==> config.mk <==
export PLATFORM = sky130hd
export DESIGN_NAME = butterfly2_pipe
export DESIGN_NICKNAME = d
export VERILOG_FILES = /design/src/rtl/butterfly2_pipe.sv
export SDC_FILE = /design/constraint.sdc
export NUM_CORES = 2
export LEC_CHECK = 0
export ABC_AREA = 1
export BUFFER_PORTS_ARGS = -buffer_cell sky130_fd_sc_hd__buf_2
export CORE_UTILIZATION = 65
export CTS_BUF_LIST = sky130_fd_sc_hd__clkbuf_4
export DETAILED_ROUTE_END_ITERATION = 16
export PLACE_DENSITY = 0.84
export SLEW_MARGIN = 20
export SYNTH_ARGS = -nofsm -noshare
export SYNTH_HDL_FRONTEND = slang
export SYNTH_SLANG_ARGS = --single-unit
==> constraint.sdc <==
create_clock -name i_clk -period 10.1 [get_ports i_clk]
set_input_delay 1.515 -clock i_clk [delete_from_list [all_inputs] [get_ports i_clk]]
set_output_delay 1.515 -clock i_clk [all_outputs]
set_load 0.02 [all_outputs]
==> src/rtl/butterfly2_pipe.sv <==
// Radix-2 DIT butterfly: out0 = a + W*b, out1 = a - W*b on one shared NxN multiplier.
// Define BUTTERFLY2_PIPE_SAT_EN to clamp out-of-range results instead of wrapping them.
module butterfly2_pipe #(
  parameter int N = 16,
  parameter int Q = 8
) (
  input  logic         i_clk,
  input  logic         i_rst,
  input  logic         i_valid,
  output logic         o_ready,
  input  logic [N-1:0] i_in0_re,
  input  logic [N-1:0] i_in0_im,
  input  logic [N-1:0] i_in1_re,
  input  logic [N-1:0] i_in1_im,
  input  logic [N-1:0] i_twiddle_re,
  input  logic [N-1:0] i_twiddle_im,
  input  logic         i_scale,
  output logic         o_valid,
  input  logic         i_ready,
  output logic [N-1:0] o_out0_re,
  output logic [N-1:0] o_out0_im,
  output logic [N-1:0] o_out1_re,
  output logic [N-1:0] o_out1_im,
  output logic         o_ovf,
  output logic [1:0]   o_dbg_state
);

  localparam int AW = 2 * N + 1;
  localparam int SW = 2 * N + 2;
  localparam logic signed [SW-1:0] RND_HALF = SW'(1) << (Q - 1);

  // Handshake: a transfer happens on a rising edge where valid && ready;
  // valid never drops and data never changes until that transfer happens.
  typedef enum logic [1:0] {
    S_IDLE = 2'd0,
    S_MUL  = 2'd1,
    S_SUM  = 2'd2,
    S_OUT  = 2'd3
  } state_t;

  state_t state_q, state_d;
  logic [1:0] k_q, k_d;

  logic signed [N-1:0]  a_re_q, a_im_q, b_re_q, b_im_q, w_re_q, w_im_q;
  logic                 scale_q;
  logic signed [AW-1:0] acc_re_q, acc_im_q;
  logic [N-1:0]         out0_re_q, out0_im_q, out1_re_q, out1_im_q;
  logic                 ovf_q;

  logic signed [N-1:0]    mul_a, mul_b;
  logic signed [2*N-1:0]  prod;
  logic signed [AW-1:0]   prod_ext;

  logic signed [SW-1:0] rnd_re, rnd_im, t_re, t_im, a_re_x, a_im_x;
  logic signed [SW-1:0] s0_re, s0_im, s1_re, s1_im;
  logic signed [SW-1:0] c0_re, c0_im, c1_re, c1_im;
  logic                 sum_ovf;

  function automatic logic fits_n(input logic signed [SW-1:0] v);
    return (v[SW-1:N-1] == {(SW-N+1){v[N-1]}});
  endfunction

  function automatic logic [N-1:0] reduce_n(input logic signed [SW-1:0] v);
    logic [N-1:0] r;
    r = v[N-1:0];
`ifdef BUTTERFLY2_PIPE_SAT_EN
    if (!fits_n(v)) begin
      r = v[SW-1] ? {1'b1, {(N-1){1'b0}}} : {1'b0, {(N-1){1'b1}}};
    end
`endif
    return r;
  endfunction

  always_comb begin
    state_d = state_q;
    k_d     = k_q;
    case (state_q)
      S_IDLE: if (i_valid) begin
        state_d = S_MUL;
        k_d     = 2'd0;
      end
      S_MUL: begin
        k_d = k_q + 2'd1;
        if (k_q == 2'd3) state_d = S_SUM;
      end
      S_SUM:   state_d = S_OUT;
      S_OUT:   if (i_ready) state_d = S_IDLE;
      default: state_d = S_IDLE;
    endcase
  end

  // One product per MUL cycle: br*wr, bi*wi, br*wi, bi*wr.
  always_comb begin
    mul_a = b_re_q;
    mul_b = w_re_q;
    case (k_q)
      2'd1:    begin mul_a = b_im_q; mul_b = w_im_q; end
      2'd2:    begin mul_a = b_re_q; mul_b = w_im_q; end
      2'd3:    begin mul_a = b_im_q; mul_b = w_re_q; end
      default: begin mul_a = b_re_q; mul_b = w_re_q; end
    endcase
    prod     = $signed({{N{mul_a[N-1]}}, mul_a} * {{N{mul_b[N-1]}}, mul_b});
    prod_ext = {prod[2*N-1], prod};
  end

  always_comb begin
    rnd_re  = {acc_re_q[AW-1], acc_re_q} + RND_HALF;
    rnd_im  = {acc_im_q[AW-1], acc_im_q} + RND_HALF;
    t_re    = rnd_re >>> Q;
    t_im    = rnd_im >>> Q;
    a_re_x  = {{(SW-N){a_re_q[N-1]}}, a_re_q};
    a_im_x  = {{(SW-N){a_im_q[N-1]}}, a_im_q};
    s0_re   = a_re_x + t_re;
    s0_im   = a_im_x + t_im;
    s1_re   = a_re_x - t_re;
    s1_im   = a_im_x - t_im;
    c0_re   = scale_q ? (s0_re >>> 1) : s0_re;
    c0_im   = scale_q ? (s0_im >>> 1) : s0_im;
    c1_re   = scale_q ? (s1_re >>> 1) : s1_re;
    c1_im   = scale_q ? (s1_im >>> 1) : s1_im;
    sum_ovf = !(fits_n(c0_re) && fits_n(c0_im) && fits_n(c1_re) && fits_n(c1_im));
  end

  always_ff @(posedge i_clk or negedge i_rst) begin
    if (!i_rst) begin
      state_q   <= S_IDLE;
      k_q       <= 2'd0;
      a_re_q    <= '0;
      a_im_q    <= '0;
      b_re_q    <= '0;
      b_im_q    <= '0;
      w_re_q    <= '0;
      w_im_q    <= '0;
      scale_q   <= 1'b0;
      acc_re_q  <= '0;
      acc_im_q  <= '0;
      out0_re_q <= '0;
      out0_im_q <= '0;
      out1_re_q <= '0;
      out1_im_q <= '0;
      ovf_q     <= 1'b0;
    end else begin
      state_q <= state_d;
      k_q     <= k_d;
      case (state_q)
        S_IDLE: if (i_valid) begin
          a_re_q  <= i_in0_re;
          a_im_q  <= i_in0_im;
          b_re_q  <= i_in1_re;
          b_im_q  <= i_in1_im;
          w_re_q  <= i_twiddle_re;
          w_im_q  <= i_twiddle_im;
          scale_q <= i_scale;
        end
        S_MUL: begin
          case (k_q)
            2'd0:    acc_re_q <= prod_ext;
            2'd1:    acc_re_q <= acc_re_q - prod_ext;
            2'd2:    acc_im_q <= prod_ext;
            default: acc_im_q <= acc_im_q + prod_ext;
          endcase
        end
        S_SUM: begin
          out0_re_q <= reduce_n(c0_re);
          out0_im_q <= reduce_n(c0_im);
          out1_re_q <= reduce_n(c1_re);
          out1_im_q <= reduce_n(c1_im);
          ovf_q     <= sum_ovf;
        end
        default: ;
      endcase
    end
  end

  assign o_ready     = (state_q == S_IDLE);
  assign o_valid     = (state_q == S_OUT);
  assign o_out0_re   = out0_re_q;
  assign o_out0_im   = out0_im_q;
  assign o_out1_re   = out1_re_q;
  assign o_out1_im   = out1_im_q;
  assign o_ovf       = ovf_q;
  assign o_dbg_state = state_q;

endmodule
==> impl_summary.txt <==
----------------------------------------------------
[Run status]
  Result of the run ... completed

[Global routing]
  Antenna violations before repair ... 3
  First-pass GRT wire length ... about 170 mm
  Global-route usage over all layers ... between 40% and 50%
  Vias in the first global route ... 31,929
  Total grt overflow ... 0
  Largest net degree at the start of global routing ... approximately 100

[Route]
  Detail-routed via count per cell ... about 6
  Detailed-route wire length ... 108.7 mm
  Count of nets left with antenna violations after detail routing ... 0
  Number of design-rule violations left by the first detailed-router iteration ... 3,367
  Via count ... about 33,000
  DRC Markers ... 0
  Average wire length per cell after detail routing ... approximately 19 µm
  Number of detailed-route iterations in the first pass ... 7

[Timing]
  Setup skew after layout ... ~0.05 ns
  Final critical delay including setup and external delays ... 9.430 ns
  Final Max Slew Viols ... 0
  Final setup TNS ... 0 ns
  Number of setup violations in the final report ... 0
  Setup repair after global routing missed its margin ... false
  Maximum frequency from static timing analysis ... between 0.1 and 0.15 GHz
  Period utilization ... between 90% and 100%
  Hold violation total from the final report ... 0
  Slew at the pin with the worst max-slew slack ... 1.076 ns
  Slew margin rel. ... approximately 28%

[Logic synthesis]
  Cell area after technology mapping ... 0.03320 mm²
  Post-synthesis instance total ... about 4,800
  Post-Synthesis Net Count ... 5,390
  Distinct cell type count after synthesis ... about 70
  Number of flip-flops and latches in the synthesized netlist ... around 230
  Average instance area after synthesis ... between 6 and 7 µm²
  Post-synthesis sequential area ratio ... 17.49%
  Number of warnings issued by yosys ... 0

[Worst setup path]
  Largest stage delay, worst path ... between 0.6 and 0.7 ns
  CP required ... around 11 ns
  Arrival time of the worst setup path ... approximately 10 ns
  Crit path max fanout ... 19
  Launching element of the worst setup path ... k_q[1]
  Critical path's most frequent cell ... sky130_fd_sc_hd__nand2_1
  FF-to-FF path depth ... 38
  Critical Path End Type ... flop
  Reg-to-reg critical path startpoint ... k_q[1]
  Category of the critical setup timing path ... flop to flop
  Nature of the critical path startpoint ... flop
  Critical path's slowest cell ... sky130_fd_sc_hd__ha_1

[Place]
  Count of buffers inserted at the top-level ports ... between 150 and 200
  RePlAce Congestion ... around 1.0
  Placed standard-cell area ... 0.03463 mm²
  DP HPWL ... ~90 mm

[Hold path]
  Startpoint of the most critical hold path ... o_out0_im[7]
  Count of cells along the worst hold path ... 2
  Classification of the worst-slack hold path ... flop to flop

[Floorplan]
  Placement Rows ... around 80
  Chip Height ... 228 µm
  Width of the chip ... approximately 230 µm
  Floorplan Core Area ... 0.05027 mm²
  Starting Density ... between 60% and 70%
  Total die area ... around 0.052 mm²
  IO Count ... 170

[Clock tree]
  Clock insertion delay at the later pin of the skew report ... about 0.83 ns
  Number of buffers inserted to repair setup after CTS ... 0
  TritonCTS Buffers ... 68
  Root Buffer ... sky130_fd_sc_hd__clkbuf_4
  Total clock sinks ... 232
  Clock tree from TritonCTS ... done
  Maximum number of buffers from clock root to sink ... 3
  Clock transition at the registers of the reported paths ... 0.07 ns
  Post-CTS Hold Fix Bufs ... 0
  H-Tree Level Count ... 3

[Run]
  Count of max-cap constraint violations ... 0

[Layout]
  Filler Cell Count ... between 4,000 and 5,000
  Area growth, synth to finish ... 7.066%
  Area taken by multi-input logic gates ... approximately 0.024 mm²
  Final instance area ... roughly 0.036 mm²
  Nets@finish ... approximately 5,500
  Layout cells sized above 1 ... approximately 11%
  Area of all sequential standard cells ... about 0.0058 mm²

----------------------------------------------------
-- metal layers --
metal / share of wire (%) / global-route usage (%) / up-vias / wire length (µm)
met5: 0 / 0 / - / 0
met4: 4.4 / 18.75 / 0 / 4822
met3: 10 / 8.275 / 323 / 10910
met2: 45 / 67.06 / 1793 / 49140
met1: 40 / 56.22 / 15496 / 43870
li1: - / - / 15388 / -
-- timing repair --
| item | CTS | global route |
|---|---|---|
| resized for setup | 0 | 1 |
| setup endpoints to repair | 0 | 11 |
| hold endpoints to repair | 0 | 0 |
-- worst max-delay path: cells and delay by family, from the launching register on --
| kind | cells | cell delay (ns) |
|---|---|---|
| AND/OR/NAND/NOR | 18 | 2.41 |
| adder cells (fa/ha/maj) | 9 | 4.52 |
| flip-flops | 1 | 0.38 |
| buffers and inverters | 7 | 1.40 |
| AO/OA/AOI/OAI | 4 | 0.56 |
-- area by class of cell --
type                    instances  area share [%]
repair buffers                213           3.337
flip-flops and latches        232           16.34
clock inverters                29          0.5667
diodes                          6         0.04224
multi-input cells            3568           66.61
clock buffers                  92           1.943
well taps                     672           2.365
inverters                     832           8.797
-- cell usage in the layout (no fill, tap or decap), types with 168 or more instances in the layout --
master | Yosys | final
sky130_fd_sc_hd__buf_2 | 25 | 168
sky130_fd_sc_hd__nor2_1 | 467 | 466
sky130_fd_sc_hd__nand2_1 | 1176 | 1175
sky130_fd_sc_hd__o21ai_0 | 209 | 207
sky130_fd_sc_hd__ha_1 | 255 | 254
sky130_fd_sc_hd__fa_1 | 268 | 268
sky130_fd_sc_hd__dfrtp_1 | 232 | 231
sky130_fd_sc_hd__a21oi_1 | 266 | 266
sky130_fd_sc_hd__nand3_1 | 256 | 256
sky130_fd_sc_hd__inv_1 | 793 | 793
-- logic make-up after synthesis --
| family | Yosys count | synth area share, % |
|---|---|---|
| compound gates | 668 | 11.24 |
| xor+xnor | 145 | 3.916 |
| fa+ha+maj | 523 | 25.77 |
| buf+inv | 966 | 11.26 |
| flops | 232 | 17.49 |
| mux | 73 | 2.472 |
| simple gates | 2159 | 27.85 |
-- final timing paths --
kind / end / slack, ns
hold / removal: o_out0_im[7] / 0.47
max in group asynchronous: acc_im_q[13] / 7.85
hold reg to reg: o_out0_im[7] / 0.47
min in group asynchronous: o_out0_im[3] / 0.74
setup reg to reg: acc_im_q[32] / 0.67
setup / recovery: acc_im_q[32] / 0.67
-- state kept, by name (all words and copies together) (netlist names) --
signal	count
o_out1_im	16
acc_im_q	33
o_out1_re	16
o_out0_re	16
o_out0_im	16
b_im_q	16
scale_q	1
o_ovf	1
b_re_q	16
w_im_q	16
o_dbg_state	2
k_q	2
w_re_q	16
a_im_q	16
acc_re_q	33
a_re_q	16
-- through the flow --
step	hold slack [ns]	instances	worst slack [ns]	util, %
2_1_floorplan	0.4555	4766	1.943	-
3_3_place_gp	0.4581	5517	0.7108	68.89
3_5_place_dp	0.4607	5517	0.4501	68.89
4_1_cts	0.4773	5638	0.4181	70.67
5_1_grt	0.4889	5643	0.008417	70.70
6_report	0.4719	5644	0.6698	70.70
-- synth_stat cells (all sizes together) --
| library cell | count | share of area (%) |
|---|---|---|
| a211oi | 1 | 0.023 |
| a21boi | 4 | 0.10 |
| a21o | 9 | 0.20 |
| a21oi | 272 | 4.2 |
| a221oi | 4 | 0.11 |
| a31o | 2 | 0.053 |
| a31oi | 22 | 0.41 |
| and2 | 6 | 0.12 |
| and3 | 2 | 0.038 |
| buf | 60 | 1.0 |
| clkbuf | 74 | 0.84 |
| clkinv | 12 | 0.14 |
| dfrtp | 232 | 17 |
| fa | 268 | 16 |
| ha | 255 | 9.6 |
| inv | 820 | 9.3 |
| mux2 | 72 | 2.4 |
| mux2i | 1 | 0.030 |
| nand2 | 1227 | 14 |
| nand3 | 270 | 4.3 |
| nand3b | 3 | 0.11 |
| nand4 | 64 | 1.2 |
| nor2 | 497 | 6.0 |
| nor3 | 57 | 1.0 |
| nor4 | 10 | 0.25 |
| o211ai | 57 | 1.3 |
| o21a | 8 | 0.18 |
| o21ai | 248 | 3.7 |
| o21bai | 22 | 0.50 |
| o221ai | 4 | 0.11 |
| o22a | 5 | 0.13 |
| o22ai | 7 | 0.13 |
| o311ai | 1 | 0.026 |
| o31ai | 2 | 0.045 |
| or2 | 22 | 0.41 |
| or3b | 1 | 0.026 |
| xnor2 | 33 | 0.89 |
| xor2 | 112 | 3.0 |
Power is not shown: default switching activity piles up to over one toggle a cycle in this logic, so the estimate is an artifact.
